## config.mk

```make
export PLATFORM = sky130hd
export DESIGN_NAME = layer_sched
export DESIGN_NICKNAME = d
export VERILOG_FILES = /design/src/rtl/layer_sched.sv
export SDC_FILE = /design/constraint.sdc
export NUM_CORES = 1
export LEC_CHECK = 0
export BUFFER_PORTS_ARGS = -buffer_cell sky130_fd_sc_hd__buf_4
export CORE_MARGIN = 2
export CORE_UTILIZATION = 44
export DETAILED_ROUTE_END_ITERATION = 8
export HOLD_SLACK_MARGIN = 0.12
export PLACE_DENSITY = 0.75
export SLEW_MARGIN = 0
export SYNTH_ARGS = -nofsm -noshare
export SYNTH_HDL_FRONTEND = slang
export SYNTH_SLANG_ARGS = --single-unit
```

## constraint.sdc

```tcl
create_clock -name clk -period 2.27 [get_ports clk]
set_input_delay 0.1135 -clock clk [delete_from_list [all_inputs] [get_ports clk]]
set_output_delay 0.1135 -clock clk [all_outputs]
set_load 0.02 [all_outputs]
```

## src/rtl/layer_sched.sv

```systemverilog
// ---------------------------------------------------------------------------
// layer_sched
// Top-level sequencer for the CNN accelerator. It issues one-cycle start
// pulses to the datapath engines in a fixed order and waits for each engine's
// done pulse. The order is: input unshuffle; then weight load + conv for each
// layer-1 output-channel group; then the same for layer 2; then conv+pool.
// Weight and bias base addresses for the current group are produced from the
// group/layer counters.
//
// Optional feature: define LAYER_SCHED_WATCHDOG_EN to build a per-state
// watchdog. When a busy state lasts TIMEOUT cycles, err is set and the run is
// forced to DONE.
//
// Ports:
//   clk, rst_n                      clock, synchronous active-low reset
//   enable                          start request, sampled only in IDLE
//   busy, valid                     high outside IDLE / one pulse at run end
//   unshuf_start/unshuf_done        unshuffle engine handshake
//   wload_start/wload_done          weight loader handshake
//   conv_start/conv_done            conv engine handshake
//   pool_start/pool_done            conv_pool engine handshake
//   layer, grp_idx                  current layer (0/1) and group index
//   w_base, b_base                  weight / bias SRAM base of current group
//   state_o                         state encoding for debug
//   err                             sticky error (stray done or watchdog)
// ---------------------------------------------------------------------------
module layer_sched #(
    parameter int L1_GROUPS = 3,
    parameter int L2_GROUPS = 3,
    parameter int W_PER_GRP = 16,
    parameter int B_PER_GRP = 4,
    parameter int TIMEOUT   = 4096
) (
    input  logic       clk,
    input  logic       rst_n,
    input  logic       enable,
    output logic       busy,
    output logic       valid,
    output logic       unshuf_start,
    input  logic       unshuf_done,
    output logic       wload_start,
    input  logic       wload_done,
    output logic       conv_start,
    input  logic       conv_done,
    output logic       pool_start,
    input  logic       pool_done,
    output logic       layer,
    output logic [3:0] grp_idx,
    output logic [9:0] w_base,
    output logic [5:0] b_base,
    output logic [2:0] state_o,
    output logic       err
);

    typedef enum logic [2:0] {
        IDLE   = 3'd0,
        UNSHUF = 3'd1,
        WLOAD  = 3'd2,
        CONV   = 3'd3,
        POOL   = 3'd4,
        DONE   = 3'd5
    } state_t;

    state_t     state;
    state_t     next_state;
    logic [3:0] next_grp;
    logic       next_layer;
    logic       forced;
    logic       last_grp;
    logic       stray_done;
    logic       timeout_hit;

    logic       busy_d, valid_d, err_d;
    logic       unshuf_start_d, wload_start_d, conv_start_d, pool_start_d;
    logic [9:0] w_base_d;
    logic [5:0] b_base_d;
    logic       entering;
    int         slot;

    assign state_o  = state;
    assign last_grp = layer ? (grp_idx == 4'(L2_GROUPS - 1))
                            : (grp_idx == 4'(L1_GROUPS - 1));

    // Any done pulse that does not belong to the current state is an error.
    assign stray_done = (unshuf_done && state != UNSHUF) ||
                        (wload_done  && state != WLOAD)  ||
                        (conv_done   && state != CONV)   ||
                        (pool_done   && state != POOL);

`ifdef LAYER_SCHED_WATCHDOG_EN
    logic [15:0] wd_cnt;
    logic        wd_active;

    assign wd_active   = (state == UNSHUF) || (state == WLOAD) ||
                         (state == CONV)   || (state == POOL);
    // The counter reads 0 in the first cycle of a state, so the limit is hit
    // in the TIMEOUT-th cycle spent there.
    assign timeout_hit = wd_active && (wd_cnt == 16'(TIMEOUT - 1));

    always_ff @(posedge clk) begin
        if (!rst_n) begin
            wd_cnt <= '0;
        end else if (next_state != state) begin
            wd_cnt <= '0;
        end else if (wd_active) begin
            wd_cnt <= wd_cnt + 16'd1;
        end
    end
`else
    assign timeout_hit = 1'b0;
`endif

    // State register plus all registered outputs.
    always_ff @(posedge clk) begin
        if (!rst_n) begin
            state        <= IDLE;
            busy         <= 1'b0;
            valid        <= 1'b0;
            unshuf_start <= 1'b0;
            wload_start  <= 1'b0;
            conv_start   <= 1'b0;
            pool_start   <= 1'b0;
            layer        <= 1'b0;
            grp_idx      <= '0;
            w_base       <= '0;
            b_base       <= '0;
            err          <= 1'b0;
        end else begin
            state        <= next_state;
            busy         <= busy_d;
            valid        <= valid_d;
            unshuf_start <= unshuf_start_d;
            wload_start  <= wload_start_d;
            conv_start   <= conv_start_d;
            pool_start   <= pool_start_d;
            layer        <= next_layer;
            grp_idx      <= next_grp;
            w_base       <= w_base_d;
            b_base       <= b_base_d;
            err          <= err_d;
        end
    end

    // Next state and next group/layer position.
    always_comb begin
        next_state = state;
        next_grp   = grp_idx;
        next_layer = layer;
        forced     = 1'b0;
        case (state)
            IDLE:   if (enable) next_state = UNSHUF;
            UNSHUF: if (unshuf_done) begin
                        next_state = WLOAD;
                        next_grp   = '0;
                        next_layer = 1'b0;
                    end
            WLOAD:  if (wload_done) next_state = CONV;
            CONV:   if (conv_done) begin
                        if (!last_grp) begin
                            next_state = WLOAD;
                            next_grp   = grp_idx + 4'd1;
                        end else if (!layer) begin
                            next_state = WLOAD;
                            next_grp   = '0;
                            next_layer = 1'b1;
                        end else begin
                            next_state = POOL;
                        end
                    end
            POOL:   if (pool_done) next_state = DONE;
            DONE:   next_state = IDLE;
            default: next_state = IDLE;
        endcase
        // A matching done wins over a watchdog expiry in the same cycle.
        if (timeout_hit && next_state == state) begin
            next_state = DONE;
            forced     = 1'b1;
        end
    end

    // Next values of the registered outputs; starts fire on state entry so
    // they land in the first cycle of the new state.
    always_comb begin
        entering       = (next_state != state);
        unshuf_start_d = entering && (next_state == UNSHUF);
        wload_start_d  = entering && (next_state == WLOAD);
        conv_start_d   = entering && (next_state == CONV);
        pool_start_d   = entering && (next_state == POOL);
        valid_d        = (next_state == DONE);
        busy_d         = (next_state != IDLE);
        err_d          = err || stray_done || forced;
        slot           = next_layer ? (L1_GROUPS + int'(next_grp)) : int'(next_grp);
        w_base_d       = 10'(slot * W_PER_GRP);
        b_base_d       = 6'(slot * B_PER_GRP);
    end

endmodule

```

==> results of run 1 <==
logic make-up after synthesis:
logic type,Yosys count
simple gates,47
buf+inv,26
flops,20
compound gates,29
xor+xnor,1
mux,6
fa+ha+maj,3
other cells,1
through the flow:
step / cells / hold slack, ns / area [um^2] / worst slack, ns / total power, mW
6_report: 197 / 0.1184 / 1445 / 0.1884 / 0.7014
5_1_grt: 197 / 0.1387 / 1445 / 0.03505 / 0.7311
4_1_cts: 194 / 0.1331 / 1399 / 0.06091 / 0.7008
3_5_place_dp: 189 / 0.3980 / 1353 / 0.08121 / 0.4964
3_3_place_gp: 189 / 0.3954 / 1353 / 0.1808 / 0.4937
2_1_floorplan: 139 / 0.2250 / 1170 / 0.1069 / 0.4633
synth_stat cells:
master	instances
mux2i_1	6
a21boi_1	1
nand2_1	6
a31oi_2	1
and3_1	1
nor3_1	3
clkbuf_1	1
a21boi_0	2
xor2_1	1
nand2_2	1
nor4b_1	2
a32oi_1	1
nor2_1	15
or3_1	2
nand3_1	2
a21o_1	1
conb_1	1
o22a_1	1
o21a_1	1
and4b_1	1
nor3b_1	2
inv_1	8
o21ai_0	7
a222oi_1	1
a2111oi_1	1
o2bb2ai_1	1
ha_1	3
a22oi_1	1
a31oi_1	2
nand4_1	3
nand4b_1	1
a21oi_1	4
buf_6	3
a31o_2	1
and2_1	3
dfxtp_1	20
nor3b_2	1
or3b_4	1
a211oi_1	1
o32ai_1	2
buf_4	13
nor2b_1	3
buf_2	1
per-layer routing:
layer,global-route usage,up-vias,part of all wire
met4,0.07724,0,0.012
met3,0.04032,5,0.055
li1,-,521,-
met5,0,-,0
met2,0.3313,31,0.50
met1,0.2434,505,0.43
power groups by stage:
stage	logic (mW)	registers (mW)	clock network (mW)
after floorplan	0.0773	0.386	0
after global placement	0.118	0.375	0
after detailed placement	0.120	0.376	0
after CTS	0.122	0.368	0.210
after global routing	0.136	0.370	0.224
final	0.125	0.369	0.208
worst min-delay path by stage:
stage	end	start	slack, ns	cells after the start
3_5_place_dp	state_o[1]$_SDFF_PN0_	rst_n	0.40	3
3_3_place_gp	state_o[1]$_SDFF_PN0_	rst_n	0.40	3
2_1_floorplan	state_o[1]$_SDFF_PN0_	rst_n	0.22	2
6_report	err$_SDFF_PN0_	pool_done	0.12	3
5_1_grt	err$_SDFF_PN0_	pool_done	0.14	3
4_1_cts	err$_SDFF_PN0_	pool_done	0.13	3
state kept, by name, summed over array words and instances (netlist names):
name          count
pool_start        1
busy              1
layer             1
valid             1
conv_start        1
state_o           3
grp_idx           4
w_base            5
unshuf_start      1
wload_start       1
err               1
worst max-delay path, delay by kind of cell, from the launching register on:
family | cells | cell delay (ns)
buf+inv | 3 | 0.15
fa+ha+maj | 2 | 0.36
simple gates | 2 | 0.24
compound gates | 4 | 0.88
flops | 1 | 0.35
repair_timing:
action	4_1_cts	5_1_grt
buffers inserted	0	3
setup endpoints to repair	0	2
hold endpoints to repair	7	0
hold buffers	1	0
gates resized for setup	0	7
cell type report:
cell class | instances | area (um^2) | share of cell area
inverter | 8 | 30.03 | 0.02078
clock buffer | 4 | 36.28 | 0.02511
multi-input combinational | 93 | 620.6 | 0.4294
sequential | 20 | 402.9 | 0.2788
timing repair buffer | 42 | 317.8 | 0.2199
tap | 30 | 37.54 | 0.02597
==> metrics.md, run 1 <==
| Metric | Value |
|---|---|
| Status | `finished, final reports clean` |
| Internal power summed over all cells | `0.5102 mW` |
| Cell seen most often among critical-path stages | `inv_1` |
| Number of cells on the worst reg-to-reg path | `11` |
| Clk network pwr share | `0.296` |
| Critical R2R Launch | `grp_idx[0]$_SDFF_PN0_` |
| Post-synthesis compound-gate area fraction | `0.1790` |
| Clock network latency to the later pin of the worst-skew pair | `0.30 ns` |
| Max cap viols | `0` |
| Cell taking the most area after synthesis | `dfxtp_1` |
| Area Overhead vs Synth | `26.09%` |
| DRC Markers | `0` |
| Clock buffer count from CTS | `3` |
| Max Freq | `a little under 500 MHz` |
| GR Overflow Total | `0` |
| Worst VDD drop | `roughly 0.37 mV` |
| Routed Antenna Nets | `0` |
| Reg clk slew, reported paths | `between 0.1 and 0.15 ns` |
| Register-to-register setup slack | `between 0.15 and 0.2 ns` |
| Largest fanout of any net on the critical path | `4` |
| Post-detailed-routing wire length | `approximately 2600 um` |
| Critical Path End | `w_base[6]$_SDFF_PN0_` |
| 1st-pass router iterations | `4` |
| Number of top-level pins | `38` |
| HPWL reported at the end of detailed placement | `~1900 um` |
| Setup repair after global routing missed its margin | `no` |
| Commonest cells after routing, fill and taps aside | `buf_4 (41), dfxtp_1 (18), nor2_1 (15)` |
| Longest Clk Path Bufs | `2` |
| Total Nets Final | `178` |
| Part of the Yosys area used for sequential elements | `0.3493` |
| Leakage power total | `roughly 0.65 nW` |
| Required time of the worst setup path | `around 2.5 ns` |
| Number of library cell types mapped by synthesis | `43` |
| Number of sinks driven by the clock tree | `20` |
| Antenna violations before repair | `0` |
| Flop and latch count out of synthesis | `20` |
| Mean number of vias per cell | `5.391` |
| Critical path class | `reg2reg` |
| Global-route wire length before repair | `between 4000 and 5000 um` |
| Final-report hold violation count | `0` |
| Worst setup skew after layout | `about 0.0055 ns` |
| Top area cells in the synthesized netlist | `dfxtp_1 (35%), buf_4 (8.5%), mux2i_1 (5.2%)` |
| Most frequent standard cell in the layout excluding fill and tap cells | `buf_4` |
| Floorplan core area | `2477 um^2` |
| Standard-cell row count | `18` |
| Proportion of power drawn by flip-flops and latches | `0.526` |
| Final min period | `2.082 ns` |
| Number of diodes | `0` |
| Setup crit start kind | `flip-flop` |
| All-Layer GR Usage | `0.1963` |
| Post-synthesis area per instance | `8.617 um^2` |
| Switching part of the total | `0.2727` |
| Count of yosys warnings during synthesis | `0` |
| Terminus of the critical flop-to-flop path | `w_base[6]$_SDFF_PN0_` |
| Comb power frac | `0.178` |
| Via count of the first global-routing pass | `953` |
| Die width | `55.04 um` |
| Root Driver | `clkbuf_4` |
| Layout Utilization | `0.5833` |
| Final period utilization | `0.9170` |
| # fillers | `241` |
| Number of DRC markers after the initial detailed-route iteration | `33` |
| Final count of pins violating max slew | `0` |
| Overall die height | `roughly 55 um` |
| Placer congestion estimate | `0.9475` |
| Switch Pwr | `about 0.19 mW` |
| Area fraction in and, or, nand and nor cells after synthesis | `0.2271` |
| Kind of end point of the critical path | `flip-flop` |
| Area of the die | `between 3000 and 4000 um^2` |
| Arr. time, crit path | `~2.3 ns` |
| Main combinational cell family by area after synthesis | `simple AND/OR/NAND/NOR gates` |
| Worst-path cell chain | `inv_1 > ha_1 > nor3b_4 > a21o_1 > a31o_2 > inv_2 > ha_2 > inv_1 > nand2_2 > o32ai_1 > a2111oi_1` |
| Clock tree from TritonCTS | `done` |
| Routed wire per std cell | `roughly 13 um` |
| Syn Inst Count | `133` |
| Post-synthesis cell area | `around 1100 um^2` |
| Share of post-route cells with drive strength above 1 | `0.3353` |
| Critical Path Start | `grp_idx[0]$_SDFF_PN0_` |
| Final number of setup-violating endpoints | `0` |
| Xor/xnor share of the synthesized area | `0.007642` |
| Top-area cell type share of the netlist area | `0.3493` |
| Sum of negative setup slack | `0 ns` |
| Crit-path max cell delay | `between 0.3 and 0.4 ns` |
| Number of input and output port buffers inserted | `30` |
| Portion of netlist area occupied by mux cells | `0.05240` |
| Pwr Density | `between 400 and 500 nW/um^2` |
| Max H-tree Level | `1` |
| Total vias in the final route | `approximately 1100` |
| Post-synthesis adder-cell area fraction | `0.03275` |
| Slowest cell on the critical path | `dfxtp_2` |
| Type of the tightest min-delay check | `in2reg` |
| Maximum number of pins on one net before global-route repair | `12` |
| Initial cell density of the core | `0.4626` |
(Power assumes the default switching activity.)
==> inputs of run 2 (changes only) <==
--- a/config.mk
+++ b/config.mk
@@ -11,6 +11,7 @@
 export DETAILED_ROUTE_END_ITERATION = 8
 export HOLD_SLACK_MARGIN = 0.12
 export PLACE_DENSITY = 0.75
+export RECOVER_POWER = 25
 export SLEW_MARGIN = 0
 export SYNTH_ARGS = -nofsm -noshare
 export SYNTH_HDL_FRONTEND = slang
==> run 2 against run 1 <==
  * Fmax is essentially flat
  * Core utilization shrank 1.7 points
  * Sequential power is essentially flat
==> metrics.md, run 2 (same netlist as run 1, synthesis figures left out) <==
| Metric | Value |
|---|---|
| Final instance count without filler cells | `197` |
| Placer congestion estimate | `~0.95` |
| Cell class contributing the biggest share of worst-path delay | `compound AO/OA/AOI/OAI gates` |
| Arr. time, crit path | `2.28 ns` |
| All-Layer GR Usage | `0.1963` |
| Cell seen most often among critical-path stages | `inv_1` |
| Clock tree from TritonCTS | `done` |
| Worst VDD drop | `between 0.3 and 0.4 mV` |
| Commonest cells after routing, fill and taps aside | `buf_4 (30), dfxtp_1 (18), nor2_1 (15), clkbuf_1 (11)` |
| Maximum number of pins on one net before global-route repair | `12` |
| Number of DRC markers after the initial detailed-route iteration | `35` |
| Final min period | `~2.1 ns` |
| Number of input and output port buffers inserted | `30` |
| Area of the die | `just over 3000 um^2` |
| Standard-cell row count | `18` |
| Register with the most flip-flops | `w_base` |
| Reg clk slew, reported paths | `roughly 0.12 ns` |
| Mean number of vias per cell | `around 5.4` |
| Final number of setup-violating endpoints | `0` |
| DRC Markers | `0` |
| Leakage power total | `~0.61 nW` |
| Post-detailed-routing wire length | `between 2000 and 3000 um` |
| Setup crit start kind | `flip-flop` |
| Sum of negative setup slack | `0 ns` |
| # fillers | `between 200 and 300` |
| Final hold slack | `about 0.12 ns` |
| Floorplan core area | `2477 um^2` |
| Share of post-route cells with drive strength above 1 | `0.2695` |
| Final-report hold violation count | `0` |
| Max Freq | `slightly below 500 MHz` |
| Number of diodes | `0` |
| Number of sinks driven by the clock tree | `20` |
| Total vias in the final route | `~1100` |
| Area occupied by registers | `a little over 400 um^2` |
| Global-route wire length before repair | `between 4000 and 5000 um` |
| Pwr Density | `497.3 nW/um^2` |
| Kind of end point of the critical path | `flip-flop` |
| Max cap viols | `0` |
| 1st-pass router iterations | `4` |
| Longest Clk Path Bufs | `2` |
| Critical path class | `reg2reg` |
| DP Area | `between 1000 and 1500 um^2` |
| Clock buffer count from CTS | `3` |
| Root Driver | `clkbuf_4` |
| Post-Layout Inst Area | `approximately 1400 um^2` |
| Routed Antenna Nets | `0` |
| Final period utilization | `0.9174` |
| GR Overflow Total | `0` |
| Antenna violations before repair | `0` |
| Worst-path cell chain | `inv_1 > ha_1 > nor3b_4 > a21o_1 > a31o_2 > inv_2 > ha_2 > inv_1 > nand2_2 > o32ai_1 > a2111oi_1` |
| Most frequent standard cell in the layout excluding fill and tap cells | `buf_4` |
| Clock network latency to the later pin of the worst-skew pair | `0.30 ns` |
| Initial cell density of the core | `0.4626` |
| Via count of the first global-routing pass | `953` |
| Setup repair after global routing missed its margin | `no` |
| Total Nets Final | `~180` |
| Final count of pins violating max slew | `0` |
| Die width | `between 50 and 60 um` |
| Overall die height | `around 55 um` |
| Type of the tightest min-delay check | `in2reg` |
| Crit-path max cell delay | `0.35 ns` |
| Number of top-level pins | `38` |
| Routed wire per std cell | `13.20 um` |
| Area taken by multi-input logic gates | `620.6 um^2` |
| Buf/Inv on CP | `3` |
| Area Overhead vs Synth | `22.49%` |
| Required time of the worst setup path | `about 2.5 ns` |
| Largest fanout of any net on the critical path | `4` |
| Placed cell count | `189` |
| Status | `finished, final reports clean` |
| Max H-tree Level | `1` |
| HPWL reported at the end of detailed placement | `slightly below 2000 um` |
| Flip-flop count of the largest register after layout | `5` |
| Slowest cell on the critical path | `dfxtp_2` |
| Worst setup skew after layout | `approximately 0.0064 ns` |
## run 2: changes by cell type in the layout (fill, tap and decap cells not counted)
cell / before / now
clkbuf_1: 0 / 11
buf_4: 41 / 30
## run 2: metal layers
| metal | GRT usage | wire, um | vias up |
|---|---|---|---|
| met4 | 0.07724 | 31 | 0 |
| met3 | 0.04032 | 143 | 5 |
| met5 | 0 | 0 | - |
| li1 | - | - | 521 |
| met1 | 0.2434 | 1136 | 510 |
| met2 | 0.3313 | 1290 | 31 |
## run 2: area by class of cell
class                           count  share of cell area
Sequential cell                    20              0.2870
Timing Repair Buffer               42              0.1970
Clock buffer                        4             0.02585
Inverter                            8             0.02139
Multi-Input combinational cell     93              0.4421
Tap cell                           30             0.02674
## run 2: stage by stage
stage | utilization | power [mW] | setup slack, ns
after floorplan | - | 0.4633 | 0.1069
after global placement | 0.5460 | 0.4937 | 0.1808
after detailed placement | 0.5460 | 0.4964 | 0.08121
after CTS | 0.5646 | 0.7008 | 0.06091
after global routing | 0.5667 | 0.7269 | 0.03505
final | 0.5667 | 0.6982 | 0.1876
## run 2: worst register-to-register path, cell delays in order, from the launching register on
cell and delay, ns:
dfxtp_2 0.35, inv_1 0.04, ha_1 0.20, nor3b_4 0.16, a21o_1 0.23, a31o_2 0.22
inv_2 0.05, ha_2 0.16, inv_1 0.06, nand2_2 0.08, o32ai_1 0.09, a2111oi_1 0.34
## run 2: timing repair
item                                   CTS  global route
hold buffers                             1             0
setup endpoints to repair                0             2
endpoints found under the hold margin    7             0
buffers inserted                         0             3
resized for setup                        0             7
## run 2: final timing paths
kind                         start                   end  slack (ns)  cells after the start
max          grp_idx[0]$_SDFF_PN0_  w_base[6]$_SDFF_PN0_        0.19                     11
min                      pool_done        err$_SDFF_PN0_        0.12                      3
max reg2reg  grp_idx[0]$_SDFF_PN0_  w_base[6]$_SDFF_PN0_        0.19                     11
min reg2reg         err$_SDFF_PN0_        err$_SDFF_PN0_        0.54                      2
## run 2: power by group
| part | internal [mW] | switching [mW] | leakage (nW) |
|---|---|---|---|
| Combinational | 0.0474 | 0.0735 | 0.423 |
| Sequential | 0.361 | 0.00767 | 0.163 |
| Clock | 0.0979 | 0.111 | 0.0210 |
| Total | 0.506 | 0.192 | 0.607 |
